[src/rtl/count_pattern_detector_pkg.sv]
// Shared types and constants for the counter-stream pattern detector.
// Latency: n/a (declarations only).
// Backpressure: n/a.
package count_pattern_detector_pkg;

   localparam int SYM_W = 2;

   // State value equals the length of the pattern prefix matched so far.
   typedef enum logic [1:0] {
      S0 = 2'd0,
      S1 = 2'd1,
      S2 = 2'd2
   } state_t;

   localparam logic [SYM_W-1:0] DEF_P0 = 2'b01;
   localparam logic [SYM_W-1:0] DEF_P1 = 2'b10;
   localparam logic [SYM_W-1:0] DEF_P2 = 2'b11;

endpackage

[src/rtl/count_pattern_detector_if.sv]
// Symbol-in / match-out bundle between the counter stage and the detector.
// Latency: n/a (wiring only).
// Backpressure: none; the symbol qualifier is a plain valid with no ready.
// Ports: i_sym_valid/i_sym/i_clear toward the detector; o_match, o_match_count,
//        o_sat, o_prefix back from it.
interface count_pattern_detector_if
   import count_pattern_detector_pkg::*;
#(
   parameter int CNT_W = 8
);
   logic             i_sym_valid;
   logic [SYM_W-1:0] i_sym;
   logic             i_clear;
   logic             o_match;
   logic [CNT_W-1:0] o_match_count;
   logic             o_sat;
   logic [1:0]       o_prefix;

   // Driver side (counter stage / bench).
   modport master (
      output i_sym_valid, i_sym, i_clear,
      input  o_match, o_match_count, o_sat, o_prefix
   );

   // Detector side.
   modport slave (
      input  i_sym_valid, i_sym, i_clear,
      output o_match, o_match_count, o_sat, o_prefix
   );
endinterface

[src/rtl/count_pattern_detector_sat_counter.sv]
// Saturating event tally with a sticky flag raised when the top value is reached.
// Latency: one clock from i_inc/i_clr to o_count/o_sat.
// Backpressure: none; i_clr has priority over i_inc on the same edge.
// Ports: i_clk, i_rst_n (async, active-low), i_inc, i_clr, o_count[W], o_sat.
module sat_counter #(
   parameter int W = 8
) (
   input  logic         i_clk,
   input  logic         i_rst_n,
   input  logic         i_inc,
   input  logic         i_clr,
   output logic [W-1:0] o_count,
   output logic         o_sat
);
   localparam logic [W-1:0] MAX = '1;
   localparam logic [W-1:0] ONE = {{(W-1){1'b0}}, 1'b1};

   logic [W-1:0] r_count;
   logic         r_sat;

   always_ff @(posedge i_clk or negedge i_rst_n) begin
      if (!i_rst_n) begin
         r_count <= '0;
         r_sat   <= 1'b0;
      end else if (i_clr) begin
         r_count <= '0;
         r_sat   <= 1'b0;
      end else if (i_inc && (r_count != MAX)) begin
         r_count <= r_count + ONE;
         // Flag rises together with the count reaching its top value.
         if (r_count == (MAX - ONE)) begin
            r_sat <= 1'b1;
         end
      end
   end

   assign o_count = r_count;
   assign o_sat   = r_sat;

endmodule

[src/rtl/count_pattern_detector.sv]
// Detects a 3-symbol sequence (overlaps included) in the counter's output stream.
// Latency: one clock from accepted symbol to o_match / updated o_match_count.
// Backpressure: none; one symbol per clock whenever i_sym_valid is high.
// Ports: i_clk, i_rst_n (async, active-low), bus (slave modport: i_sym_valid,
//        i_sym, i_clear in; o_match, o_match_count, o_sat, o_prefix out).
module count_pattern_detector
   import count_pattern_detector_pkg::*;
#(
   parameter logic [SYM_W-1:0] P0    = DEF_P0,
   parameter logic [SYM_W-1:0] P1    = DEF_P1,
   parameter logic [SYM_W-1:0] P2    = DEF_P2,
   parameter int               CNT_W = 8
) (
   input  logic                    i_clk,
   input  logic                    i_rst_n,
   count_pattern_detector_if.slave bus
);
   state_t r_state;
   state_t w_state_nxt;
   logic   r_match;
   logic   w_hit;

   // Next state is the longest suffix of (matched prefix, new symbol) that is
   // itself a prefix of the pattern, tried longest first. In S1 the previous
   // symbol is P0 and in S2 it is P1, so the length-2 test reduces to the
   // comparisons below.
   always_comb begin
      w_state_nxt = r_state;
      w_hit       = 1'b0;
      if (bus.i_sym_valid) begin
         w_hit = (r_state == S2) && (bus.i_sym == P2);
         if (((r_state == S1) && (bus.i_sym == P1)) ||
             ((r_state == S2) && (P1 == P0) && (bus.i_sym == P1))) begin
            w_state_nxt = S2;
         end else if (bus.i_sym == P0) begin
            w_state_nxt = S1;
         end else begin
            w_state_nxt = S0;
         end
      end
   end

   always_ff @(posedge i_clk or negedge i_rst_n) begin
      if (!i_rst_n) begin
         r_state <= S0;
         r_match <= 1'b0;
      end else begin
         r_state <= w_state_nxt;
         r_match <= w_hit;
      end
   end

   sat_counter #(
      .W (CNT_W)
   ) u_tally (
      .i_clk   (i_clk),
      .i_rst_n (i_rst_n),
      .i_inc   (w_hit),
      .i_clr   (bus.i_clear),
      .o_count (bus.o_match_count),
      .o_sat   (bus.o_sat)
   );

   assign bus.o_match  = r_match;
   assign bus.o_prefix = r_state;

endmodule

[src/flat_wrapper.sv]
// flat-port wrapper written by rule: the top's interface ports become plain ports
module count_pattern_detector_flat import count_pattern_detector_pkg::*;
#(
   parameter logic [SYM_W-1:0] P0    = DEF_P0,
   parameter logic [SYM_W-1:0] P1    = DEF_P1,
   parameter logic [SYM_W-1:0] P2    = DEF_P2,
   parameter int               CNT_W = 8
)
  (i_clk, i_rst_n, bus_i_sym_valid, bus_i_sym, bus_i_clear, bus_o_match, bus_o_match_count, bus_o_sat, bus_o_prefix);
  count_pattern_detector_if #(.CNT_W(CNT_W)) bus_i ();
  input  logic i_clk;
  input  logic i_rst_n;
  input wire logic [$bits(bus_i.i_sym_valid)-1:0] bus_i_sym_valid;
  input wire logic [$bits(bus_i.i_sym)-1:0] bus_i_sym;
  input wire logic [$bits(bus_i.i_clear)-1:0] bus_i_clear;
  output wire logic [$bits(bus_i.o_match)-1:0] bus_o_match;
  output wire logic [$bits(bus_i.o_match_count)-1:0] bus_o_match_count;
  output wire logic [$bits(bus_i.o_sat)-1:0] bus_o_sat;
  output wire logic [$bits(bus_i.o_prefix)-1:0] bus_o_prefix;
  assign bus_i.i_sym_valid = bus_i_sym_valid;
  assign bus_i.i_sym = bus_i_sym;
  assign bus_i.i_clear = bus_i_clear;
  assign bus_o_match = bus_i.o_match;
  assign bus_o_match_count = bus_i.o_match_count;
  assign bus_o_sat = bus_i.o_sat;
  assign bus_o_prefix = bus_i.o_prefix;
  count_pattern_detector #(.P0(P0), .P1(P1), .P2(P2), .CNT_W(CNT_W)) u_core (.i_clk(i_clk), .i_rst_n(i_rst_n), .bus(bus_i));
endmodule
[config.mk]
export PLATFORM = sky130hd
export DESIGN_NAME = count_pattern_detector_flat
export DESIGN_NICKNAME = d
export VERILOG_FILES = /design/src/rtl/count_pattern_detector_pkg.sv /design/src/rtl/count_pattern_detector_if.sv /design/src/rtl/count_pattern_detector_sat_counter.sv /design/src/rtl/count_pattern_detector.sv /design/src/flat_wrapper.sv
export SDC_FILE = /design/constraint.sdc
export NUM_CORES = 1
export LEC_CHECK = 0
export CORE_MARGIN = 5
export CORE_UTILIZATION = 44
export DETAILED_ROUTE_END_ITERATION = 8
export GPL_ROUTABILITY_DRIVEN = 0
export HOLD_SLACK_MARGIN = 0.08
export PLACE_DENSITY = 0.8
export RECOVER_POWER = 25
export SYNTH_ARGS = -nofsm -noshare
export SYNTH_HDL_FRONTEND = slang
export SYNTH_HIERARCHICAL = 1
export SYNTH_SLANG_ARGS = --single-unit
[constraint.sdc]
create_clock -name i_clk -period 2.2 [get_ports i_clk]
set_clock_uncertainty 0.2 [all_clocks]
set_input_delay 0.44 -clock i_clk [delete_from_list [all_inputs] [get_ports i_clk]]
set_output_delay 0.44 -clock i_clk [all_outputs]
set_load 0.05 [all_outputs]
After elaboration in Yosys (flattened, before gate mapping)
Index checks and enable logic that the tools add are counted.
{ "totals": {"ff_bits": 12, "input_bits": 6, "out_inout_bits": 12, "elab_cells": 26} }
{ "op_classes": {"add_sub_neg": 1, "n_eq_ne": 7, "mux": 8, "n_reduce_logical": 6} }
{ "ops": {"columns": ["cell", "n"], "rows": [
  ["$mux W8", 2],
  ["$add A8 B1 Y8 const B", 1],
  ["$eq A8 B8 Y1 const B", 1],
  ["$ne A8 B8 Y1 const B", 1],
  ["$eq A2 B2 Y1 const B", 3],
  ["$mux W1", 5],
  ["$eq A2 B1 Y1 const B", 2],
  ["$reduce_bool A2 Y1", 2],
  ["$logic_and A1 B1 Y1", 3],
  ["$mux W2", 1],
  ["$reduce_and A2 Y1", 1]
]} }

Logic depth before layout (Yosys ltp)
{ "logic_depth": {"word_depth": 6, "depth_mapped": 6, "depth_no_buf": 6} }

Hierarchy
The synthesis kept the hierarchy.
{ "modules_own_cells": {"columns": ["module", "instances", "cells_per_inst", "area_each_um2"], "rows": [
  ["sat_counter", 1, 52, 479.2],
  ["count_pattern_detector", 1, 10, 120.1]
]} }

Least setup slack after synthesis
No wires, ideal clock.
{ "synth_path": {"path_type": "reg-to-reg", "startpoint": "register u_core.r_state[1] (netlist: u_core/bus.o_prefix[1])", "endpoint": "register u_core.u_tally.r_count[5] (netlist: u_core/u_tally/o_count[5])", "setup_time_ns": 0.077, "t_arrival_ns": 1.893, "path_slack_ns": 0.030, "stages_incl_launch_ff": 7, "period_less_slack_ns": 2.170, "path_cell_list": "dfrtp_1 nand4_1 nor2_1 and3_4 nand4_1 or3_1 a21oi_1"} }
{ "synth_via": {"elab_chain_cells": 5} }
{ "synth_lines": {"columns": ["item", "line_no", "rtl"], "rows": [
  ["start: declaration", "count_pattern_detector.sv:18", "state_t r_state;"],
  ["start signal: assignment", "count_pattern_detector.sv:48", "r_state <= w_state_nxt;"],
  ["$eq A2 B2 Y1", null, null],
  ["$logic_and A1 B1 Y1", "count_pattern_detector.sv:31", "w_hit = (r_state == S2) && (bus.i_sym == P2);"],
  ["$mux W1", "count_pattern_detector.sv:30", "if (bus.i_sym_valid) begin"],
  ["net u_core.w_hit", "count_pattern_detector.sv:21", "logic w_hit;"],
  ["$logic_and A1 B1 Y1", "count_pattern_detector_sat_counter.sv:28", "end else if (i_inc && (r_count != MAX)) begin"],
  ["$reduce_bool A2 Y1 (no line)", null, null],
  ["end signal: assignment", "count_pattern_detector_sat_counter.sv:29", "r_count <= r_count + ONE;"],
  ["end: declaration", "count_pattern_detector_sat_counter.sv:18", "logic [W-1:0] r_count;"]
]} }
The timed path passes the listed nets, and every way through them passes these cells.
A chain may end at the register's enable or synchronous reset.

Final worst setup path
{ "layout_path": {"startpoint": "register u_core.r_state[1] (netlist: u_core/bus.o_prefix[1])", "endpoint": "output port bus_o_prefix[1]"} }
{ "layout_lines": {"columns": ["item", "line_no", "rtl"], "rows": [
  ["end: declaration", "flat_wrapper.sv:19", "output wire logic [$bits(bus_i.o_prefix)-1:0] bus_o_prefix;"]
]} }
No word-level cell between the ends.

==> out/metrics.yaml <==
fin_crit_ns: 2.111
ys_async_sr_fraction_pct: 100.0
syn_area_per_cell_um2: 9.667
root_buffer: "clkbuf_4"
dpl.cell_count: 98
path_cells: "clkdlybuf4s50_1"
ir_drop_v: 0.0003232
row_count: 13
cp_max_fo: 3
final_cells: 101
htreeDepth: 1
postCtsHoldBufs: 0
dieArea_um2: 2200
cts_tree: "done"
yosysWarningCount: 6
path_clk_slew_ns: 0.07
arrival_ns: 1.47
crit_buf_inv: 1
place_area_um2: 798.3
mostFrequentLayoutCell: "buf_4"
yosysSeqAreaShare_pct: 50.10
fin_nets: 96
first_pass_iters: 4
required_ns: 1.56
max_freq_mhz: 473.7
setup_viol: 0
area_growth_syn_to_layout_pct: 36.95
cts_buffers: 3
final-hold-violation-count: 0
start_kind: "flop"
io_pins: 18
core_area_um2: 1301
routed-via-count: 554
slowest_delay_ns: 0.82
routedWlPerCell_um: 13.72
ctsLongestPathBuffers: 2
met3_usage_pct: 3.448
layout_common_cells: "13 x buf_4, 12 x dfrtp_1, 9 x nor2_1, 8 x clkdlybuf4s50_1, 7 x nand3_1"
drive_above_1_share_pct: 19.77
wirelength_mm: 1.386
clock-sinks: 12
vias_per_cell: 5.485
leakagePower_nw: 0.3582
end_kind: "output port"
postRouteAntennaNets: 0
grt_usage_pct: 15.78
die_x_um: 46.91
antenna_cells: 0
clock_latency_ns: 0.26
final_area_um2: 820.8
status: "completed"
grt_antenna_before_repair: 0
worst_hold_slack_ns: 0.3096
first_global_vias: 537
met2_usage_pct: 24.93
synthesis.area_um2: 599.3
fin_ws_ns: 0.08880
place_hpwl_mm: 1.063
rsz0062_at_grt: "no"
cp_slowest_cell: "clkdlybuf4s50_1"
initial_core_util_pct: 46.06
synth_cell_types: 24
maxCapViolations: 0
path_class: "reg -> out"
slew_viol_final: 0
slew-limit-headroom_pct: 64.36
ys_ff_latch: 12
hold_path_class: "reg -> reg"
cts_setup_buffers: 0
busiest_layer: "met2"
grt_max_degree: 13
worst_pin_slew_ns: 0.5329
timing.final.crit_share_pct: 95.96
cts_resized: 0
path_delay_family: "buffers and inverters"
dr.first_iter.drc_count: 18
use_met1_pct: 20.09
grt.overflow.total: 0
synth_edf_count: 0
portBuffers: 17
ys.flop_type: "dfrtp_1"
grt_pass1_wl_mm: 2.394
drc: 0
dieHeight_um: 46.91
pre_cts_ws_ns: -0.1427
syn_nets: 70
syn_inst: 62
powerDensity_nw_per_um2: 476.8
[layer usage]
layer	wire length (um)	share of wire [%]
met1	614	44
met2	667	48
met3	89	6.4
met4	14	1.0
met5	0	0
[cells by family (layout without fill, tap and decap cells)]
group / after synthesis / after routing / share of synthesized area, %
DFF: 12 / 12 / 50.10
adders and majority gates: 2 / 2 / 4.175
muxes: 1 / 1 / 1.670
xor gates and xnor gates: 3 / 3 / 4.385
AOI/OAI and AO/OA: 8 / 8 / 7.932
buffers and inverters: 4 / 28 / 3.132
and+or+nand+nor: 32 / 32 / 28.60
[area by class of cell]
cell class | instances | area, um^2
clock buffer | 3 | 22.52
tap | 15 | 18.77
sequential | 12 | 300.3
multi-input combinational | 46 | 280.3
timing repair buffer | 22 | 187.7
inverter | 3 | 11.26
fill | 115 | 480.5
[flip-flops by register name (all words and copies together), names as in the netlist]
signal	flops
u_core/u_tally/o_sat	1
u_core/bus.o_prefix	2
u_core/u_tally/o_count	8
u_core/bus.o_match	1
[path summary, 6_finish.rpt]
kind	cells after the start	startpoint	endpoint	slack (ns)
max in group asynchronous	1	i_rst_n	u_core/bus.o_prefix[1]$_DFFE_PN0P_	1.06
min reg2reg	2	u_core/u_tally/o_sat$_DFFE_PN0P_	u_core/u_tally/o_sat$_DFFE_PN0P_	0.31
min	2	u_core/u_tally/o_sat$_DFFE_PN0P_	u_core/u_tally/o_sat$_DFFE_PN0P_	0.31
min in group asynchronous	1	i_rst_n	u_core/u_tally/o_count[4]$_DFFE_PN0P_	0.39
max	1	u_core/bus.o_prefix[1]$_DFFE_PN0P_	bus_o_prefix[1]	0.09
max reg2reg	5	u_core/u_tally/o_count[1]$_DFFE_PN0P_	u_core/u_tally/o_count[5]$_DFFE_PN0P_	0.36
[power by group]
part / switching, mW / internal (mW)
sequential: 0.00283 / 0.223
clock: 0.0643 / 0.0632
combinational: 0.0220 / 0.0159
[Yosys cell counts (2+ instances only)]
| cell | instances | share of area (%) |
|---|---|---|
| ha_1 | 2 | 4.2 |
| nand4_1 | 3 | 3.1 |
| nor2_1 | 9 | 5.6 |
| xor2_1 | 2 | 2.9 |
| o21ai_0 | 3 | 2.5 |
| nand3_1 | 7 | 5.8 |
| inv_1 | 3 | 1.9 |
| dfrtp_1 | 12 | 50 |
| nor3_1 | 4 | 3.3 |
| a21oi_1 | 3 | 2.5 |
[per-stage QoR]
step / setup TNS (ns) / power (mW) / utilization (%)
floorplan: 0 / 0.2456 / -
global placement: -0.08741 / 0.2678 / 61.35
detailed placement: -0.1623 / 0.2690 / 61.35
CTS: 0 / 0.4006 / 63.08
global route: 0 / 0.4102 / 63.08
finish: 0 / 0.3913 / 63.08
No activity file was read; power rests on OpenSTA's default activity.
